==> src/rtl/pipelined_write_rx.sv <==
// Receive side of the pipelined-write link: cmd beat plus data beats in, one assembled write out.
// Optional PWR_RX_TIMEOUT_EN adds an idle-beat watchdog while collecting data.
module pipelined_write_rx #(
  parameter int MAX_WR_CYCLES  = 4,
  parameter int WR_WIDTH       = 8,
  parameter int TIMEOUT_CYCLES = 64
) (
  input  logic                                         clk,
  input  logic                                         rst_n,
  input  logic                                         in_vld,
  input  logic [WR_WIDTH+1:0]                          in_beat,
  output logic                                         in_rdy,
  output logic [(WR_WIDTH+2)*(MAX_WR_CYCLES+1)-1:0]    out_wr,
  output logic                                         out_vld,
  input  logic                                         out_rdy,
  output logic                                         wdone,
  output logic                                         err,
  output logic [1:0]                                   err_code
);

  localparam int BW = WR_WIDTH + 2;
  localparam int OW = BW * (MAX_WR_CYCLES + 1);
  localparam int CW = $clog2(MAX_WR_CYCLES + 1);
  localparam int IW = (MAX_WR_CYCLES > 1) ? $clog2(MAX_WR_CYCLES) : 1;

  localparam logic [2:0] WT_STD   = 3'd0;
  localparam logic [2:0] WT_MULTI = 3'd2;

  localparam logic [1:0] CT_IDLE  = 2'd0;
  localparam logic [1:0] CT_VALID = 2'd1;
  localparam logic [1:0] CT_DONE  = 2'd2;
  localparam logic [1:0] CT_BAD   = 2'd3;

  typedef enum logic {S_IDLE, S_DATA} state_e;

  state_e                         state_q, state_d;
  logic [BW-1:0]                  cmd_q, cmd_d;
  logic [0:MAX_WR_CYCLES-1][BW-1:0] slot_q, slot_d;
  logic [CW-1:0]                  cnt_q, cnt_d;
  logic [CW-1:0]                  exp_q, exp_d;
  logic [OW-1:0]                  out_wr_q, out_wr_d;
  logic                           out_vld_q, out_vld_d;
  logic                           wdone_q, wdone_d;
  logic                           err_q, err_d;
  logic [1:0]                     err_code_q, err_code_d;
`ifdef PWR_RX_TIMEOUT_EN
  localparam int TW = $clog2(TIMEOUT_CYCLES + 1);
  logic [TW-1:0]                  tmo_q, tmo_d;
`endif

  logic       last;
  logic       stall;
  logic       acc;
  logic [1:0] ct;
  logic [2:0] wtype;

  assign last   = (cnt_q + CW'(1)) == exp_q;
  assign stall  = (state_q == S_DATA) && last
                  && out_vld_q && !out_rdy;
  assign in_rdy = !stall;
  assign acc    = in_vld && !stall;
  assign ct     = in_beat[BW-1 -: 2];
  assign wtype  = cmd_q[2:0];

  always_comb begin
    state_d    = state_q;
    cmd_d      = cmd_q;
    slot_d     = slot_q;
    cnt_d      = cnt_q;
    exp_d      = exp_q;
    out_wr_d   = out_wr_q;
    out_vld_d  = out_vld_q;
    wdone_d    = 1'b0;
    err_d      = 1'b0;
    err_code_d = 2'd0;
`ifdef PWR_RX_TIMEOUT_EN
    tmo_d      = tmo_q;
`endif
    if (out_vld_q && out_rdy) out_vld_d = 1'b0;
    unique case (state_q)
      S_IDLE: begin
        if (acc && in_beat[5]) begin
          if (in_beat[2:0] > WT_MULTI) begin
            err_d      = 1'b1;
            err_code_d = 2'd2;
          end else begin
            cmd_d   = in_beat;
            exp_d   = (in_beat[4:3] == 2'd0) ?
                      CW'(MAX_WR_CYCLES) :
                      CW'(in_beat[4:3]);
            cnt_d   = '0;
            slot_d  = '0;
            state_d = S_DATA;
`ifdef PWR_RX_TIMEOUT_EN
            tmo_d   = '0;
`endif
          end
        end
      end
      S_DATA: begin
        if (acc && ct != CT_IDLE) begin
          slot_d[cnt_q[IW-1:0]] = in_beat;
          cnt_d = cnt_q + CW'(1);
`ifdef PWR_RX_TIMEOUT_EN
          tmo_d = '0;
`endif
          unique case (1'b1)
            (ct == CT_BAD) || (ct == CT_VALID && last): begin
              err_d      = 1'b1;
              err_code_d = 2'd1;
              slot_d     = '0;
              state_d    = S_IDLE;
            end
            (ct == CT_DONE) && !last: begin
              err_d      = 1'b1;
              err_code_d = 2'd0;
              slot_d     = '0;
              state_d    = S_IDLE;
            end
            (ct == CT_DONE) && last: begin
              out_wr_d  = {cmd_q, slot_d};
              out_vld_d = 1'b1;
              wdone_d   = (wtype != WT_STD);
              slot_d    = '0;
              state_d   = S_IDLE;
            end
            default: begin
              wdone_d = (wtype == WT_MULTI);
            end
          endcase
        end
`ifdef PWR_RX_TIMEOUT_EN
        else if (tmo_q == TW'(TIMEOUT_CYCLES - 1)) begin
          err_d      = 1'b1;
          err_code_d = 2'd3;
          slot_d     = '0;
          tmo_d      = '0;
          state_d    = S_IDLE;
        end else begin
          tmo_d = tmo_q + TW'(1);
        end
`endif
      end
      default: state_d = S_IDLE;
    endcase
  end

  always_ff @(posedge clk or negedge rst_n) begin
    if (!rst_n) begin
      state_q    <= S_IDLE;
      cmd_q      <= '0;
      slot_q     <= '0;
      cnt_q      <= '0;
      exp_q      <= '0;
      out_wr_q   <= '0;
      out_vld_q  <= 1'b0;
      wdone_q    <= 1'b0;
      err_q      <= 1'b0;
      err_code_q <= 2'd0;
`ifdef PWR_RX_TIMEOUT_EN
      tmo_q      <= '0;
`endif
    end else begin
      state_q    <= state_d;
      cmd_q      <= cmd_d;
      slot_q     <= slot_d;
      cnt_q      <= cnt_d;
      exp_q      <= exp_d;
      out_wr_q   <= out_wr_d;
      out_vld_q  <= out_vld_d;
      wdone_q    <= wdone_d;
      err_q      <= err_d;
      err_code_q <= err_code_d;
`ifdef PWR_RX_TIMEOUT_EN
      tmo_q      <= tmo_d;
`endif
    end
  end

  assign out_wr   = out_wr_q;
  assign out_vld  = out_vld_q;
  assign wdone    = wdone_q;
  assign err      = err_q;
  assign err_code = err_code_q;

endmodule

==> config.mk <==
export PLATFORM = sky130hd
export DESIGN_NAME = pipelined_write_rx
export DESIGN_NICKNAME = d
export VERILOG_FILES = /design/src/rtl/pipelined_write_rx.sv
export SDC_FILE = /design/constraint.sdc
export NUM_CORES = 1
export LEC_CHECK = 0
export CAP_MARGIN = 20
export CORE_ASPECT_RATIO = 0.9
export CORE_MARGIN = 4
export CORE_UTILIZATION = 35
export CTS_CLUSTER_SIZE = 16
export DETAILED_ROUTE_END_ITERATION = 10
export PLACE_DENSITY = 0.53
export SYNTH_ARGS = -nofsm -noshare
export SYNTH_HDL_FRONTEND = slang
export SYNTH_SLANG_ARGS = --single-unit
==> constraint.sdc <==
create_clock -name clk -period 2.8 [get_ports clk]
set_input_delay 0.28 -clock clk [delete_from_list [all_inputs] [get_ports clk]]
set_output_delay 0.28 -clock clk [all_outputs]
set_load 0.01 [all_outputs]
==> results by group <==
Clock network
  • Post_cts resized: 0
  • Max Root-Sink Buffers: 2
  • CTS sink cnt: 112
  • Latest clock arrival within the worst-skew pair: 360 ps
  • Reg clk slew, reported paths: 70 ps
  • CTS tree: done
  • Postcts setup bufs: 0
  • # H-tree levels: 3
  • Clock root buffer: clkbuf_16
  • CTS buffer count: 9
  • CTS Hold Buffers Added: 0

Global routing
  • Vias in the first global route: 3747
  • Met2 usage: 0.258
  • First-pass GRT wire length: 21400 µm
  • Met1 Usage GRT: 0.239
  • Total track usage: 0.170
  • GR peak layer: met2
  • M3 GR Usage: 0.0418
  • Congestion Overflow GR: 0
  • Initial antenna violation count: 0
  • Largest net degree at the start of global routing: 81

Setup path
  • Critical path startpoint category: flop
  • CP required: 2520 ps
  • Worst path depth: 4
  • Crit-path max FO: 6
  • FF-to-FF setup slack: 350 ps
  • Top Family by Delay on Critical Path: buffers and inverters
  • Worst Path Arrival: 2290 ps
  • Cell depth of the worst flop-to-flop path: 7
  • Critical R2R Capture: slot_q[20]
  • CP max stage delay: 560 ps
  • Worst path cell trace: ha_1 -> xnor3_1 -> nand4_1 -> clkdlybuf4s50_1
  • Reg-to-Reg Start: cnt_q[0]
  • Worst setup path endpoint: in_rdy
  • Kind of critical path: flop to output port
  • Worst setup startpoint: cnt_q[0]
  • CP endpoint kind: output port
  • Crit path buffers/inverters: 1
  • Highest-delay cell along the critical path: clkdlybuf4s50_1

Timing
  • Tmin final: 2570 ps
  • RSZ-0062 raised after global routing: no
  • Max Fclk: 390 MHz
  • Final Worst Setup Slack: 234 ps
  • Slew Limit Headroom: 0.487
  • Min Hold Slack: -8.73 ps
  • Skew final: 5.89 ps
  • Period utilisation layout: 0.916
  • Worst-Margin Slew: 770 ps
  • Hold Vio Cnt, Final: 3
  • Max-slew violations: 0
  • Setup Viol. Count Final: 0
  • Setup tns final: 0 ps

Power and ir drop
  • Lkg Pwr: 2.83 nW
  • Switching part of the total: 0.361
  • Comb power frac: 0.428
  • P_int: 0.00426 W
  • Seq pwr share: 0.362
  • Clock power frac: 0.210
  • Max VDD drop: 0.426 mV
  • Power density cells: 1040 nW/µm²
  • Psw: 0.00240 W

Drt
  • DRT iter0 DRCs: 206
  • Vias per cell: 5.35
  • TritonRoute pass-1 iters: 4
  • ANT nets after route: 0
  • Final wirelength: 13300 µm
  • DRC errors left: 0
  • Routed WL per cell: 19.0 µm
  • Vias: 3743

Yosys
  • Post-synth EDFFs: 0
  • Seq/Total Area, Yosys: 0.548
  • Ys async rst share: 1.00
  • Syn nets: 451
  • Seq cells post-synth: 112
  • Synth Flop Type: dfrtp_1
  • Avg Cell Area, Syn: 11.8 µm²
  • Post-Synthesis Cells: 433
  • Yosys cell types: 45
  • Synthesized cell area: 5110 µm²
  • Synth Warn #: 0

Placement
  • Setup WS pre-CTS: 379 ps
  • GPL Wtd Cong: 0.919
  • I/O Buffers: 69
  • Hpwl dp: 8950 µm

Cells and area
  • ANT cells: 0
  • Fill count: 1330
  • Final #Nets: 521
  • Core Util, Final: 0.453
  • Area Overhead vs Synth: 25.5%
  • Fraction of layout cells with a size suffix above 1: 0.136

Die
  • Die Ht: 123 µm
  • Top Ports: 70
  • Starting Density: 0.361
  • Core Rows: 41
  • Core area: 14200 µm²
  • Die ar.: 16600 µm²
  • Die width: 135 µm

Min path
  • Hold crit path type: primary input to async pin

Status
  • Outcome: finished with violations
  • Failing checks: negative hold slack

Job
  • Max cap viols: 0
power by group through the flow:
stage                     registers (W)  clock network (W)  logic (W)
after floorplan                 0.00247                  0    0.00173
after global routing            0.00248            0.00150    0.00312
after CTS                       0.00241            0.00144    0.00287
final                           0.00241            0.00140    0.00285
after global placement          0.00242                  0    0.00284
after detailed placement        0.00243                  0    0.00287
cells in the final DEF (no fill, tap or decap), types with 5 or more instances in the layout:
cell type / count
inv_1: 6
buf_4: 30
and2_1: 5
nand3_1: 5
a31oi_1: 41
mux2_4: 9
nand2_1: 30
a22o_1: 32
mux2i_1: 42
clkdlybuf4s50_1: 68
clkbuf_16: 9
dfrtp_1: 112
a21oi_1: 47
worst min-delay path by stage:
stage | start | endpoint | slack, ps | depth (start not counted)
6_report | rst_n | out_wr[9] | -9 | 1
5_1_grt | rst_n | slot_q[9] | 70 | 1
4_1_cts | rst_n | out_wr[9] | 30 | 1
3_5_place_dp | rst_n | out_wr[9] | 410 | 1
3_3_place_gp | rst_n | out_wr[48] | 400 | 1
2_1_floorplan | rst_n | cmd_q[0] | -20 | 0
cells by family after synthesis:
kind of cell,share of synthesized area
AO/OA/AOI/OAI,0.191
flip-flops,0.548
AND/OR/NAND/NOR,0.0759
multiplexers,0.111
buffers and inverters,0.0465
XOR/XNOR,0.0179
adder cells (fa/ha/maj),0.00979
metal layers:
metal / wire (µm) / up-vias / part of all wire
li1: - / 1748 / -
met5: 0 / - / 0
met1: 6320 / 1872 / 0.47
met4: 248 / 0 / 0.019
met3: 738 / 17 / 0.055
met2: 6030 / 106 / 0.45
flip-flops by register name, indices dropped and copies added, names as in the netlist:
register,count
slot_q,40
cnt_q,3
out_vld,1
state_q,1
err,1
exp_q,3
wdone,1
out_wr,50
cmd_q,10
err_code,2
stage by stage:
step,cell area (µm²),hold WS (ps),instances,total power [W]
2_1_floorplan,5110,-15.6,433,0.00421
3_3_place_gp,6090,401,685,0.00526
3_5_place_dp,6090,412,685,0.00530
4_1_cts,6410,27.4,700,0.00673
5_1_grt,6410,67.4,700,0.00709
6_report,6410,-8.73,700,0.00666
final cells by class:
cell class / instances / area, µm² / area share
Sequential cell: 112 / 2800 / 0.437
Multi-Input combinational cell: 274 / 2080 / 0.324
Timing Repair Buffer: 100 / 946 / 0.147
Clock buffer: 12 / 256 / 0.0400
Tap cell: 193 / 241 / 0.0377
Clock inverter: 3 / 65.1 / 0.0101
Inverter: 6 / 22.5 / 0.00351
cell usage after synthesis (5+ instances only):
library cell | count | area share
and2_1 | 5 | 0.0061
dfrtp_1 | 112 | 0.55
buf_6 | 7 | 0.015
a31oi_1 | 41 | 0.050
inv_1 | 6 | 0.0044
clkbuf_1 | 23 | 0.017
mux2i_1 | 42 | 0.082
buf_2 | 7 | 0.0069
mux2_4 | 9 | 0.026
a22o_1 | 32 | 0.055
nand3_1 | 5 | 0.0049
nand2_1 | 30 | 0.022
a21oi_1 | 47 | 0.046
Note: power is estimated with default switching activity, not from simulation.
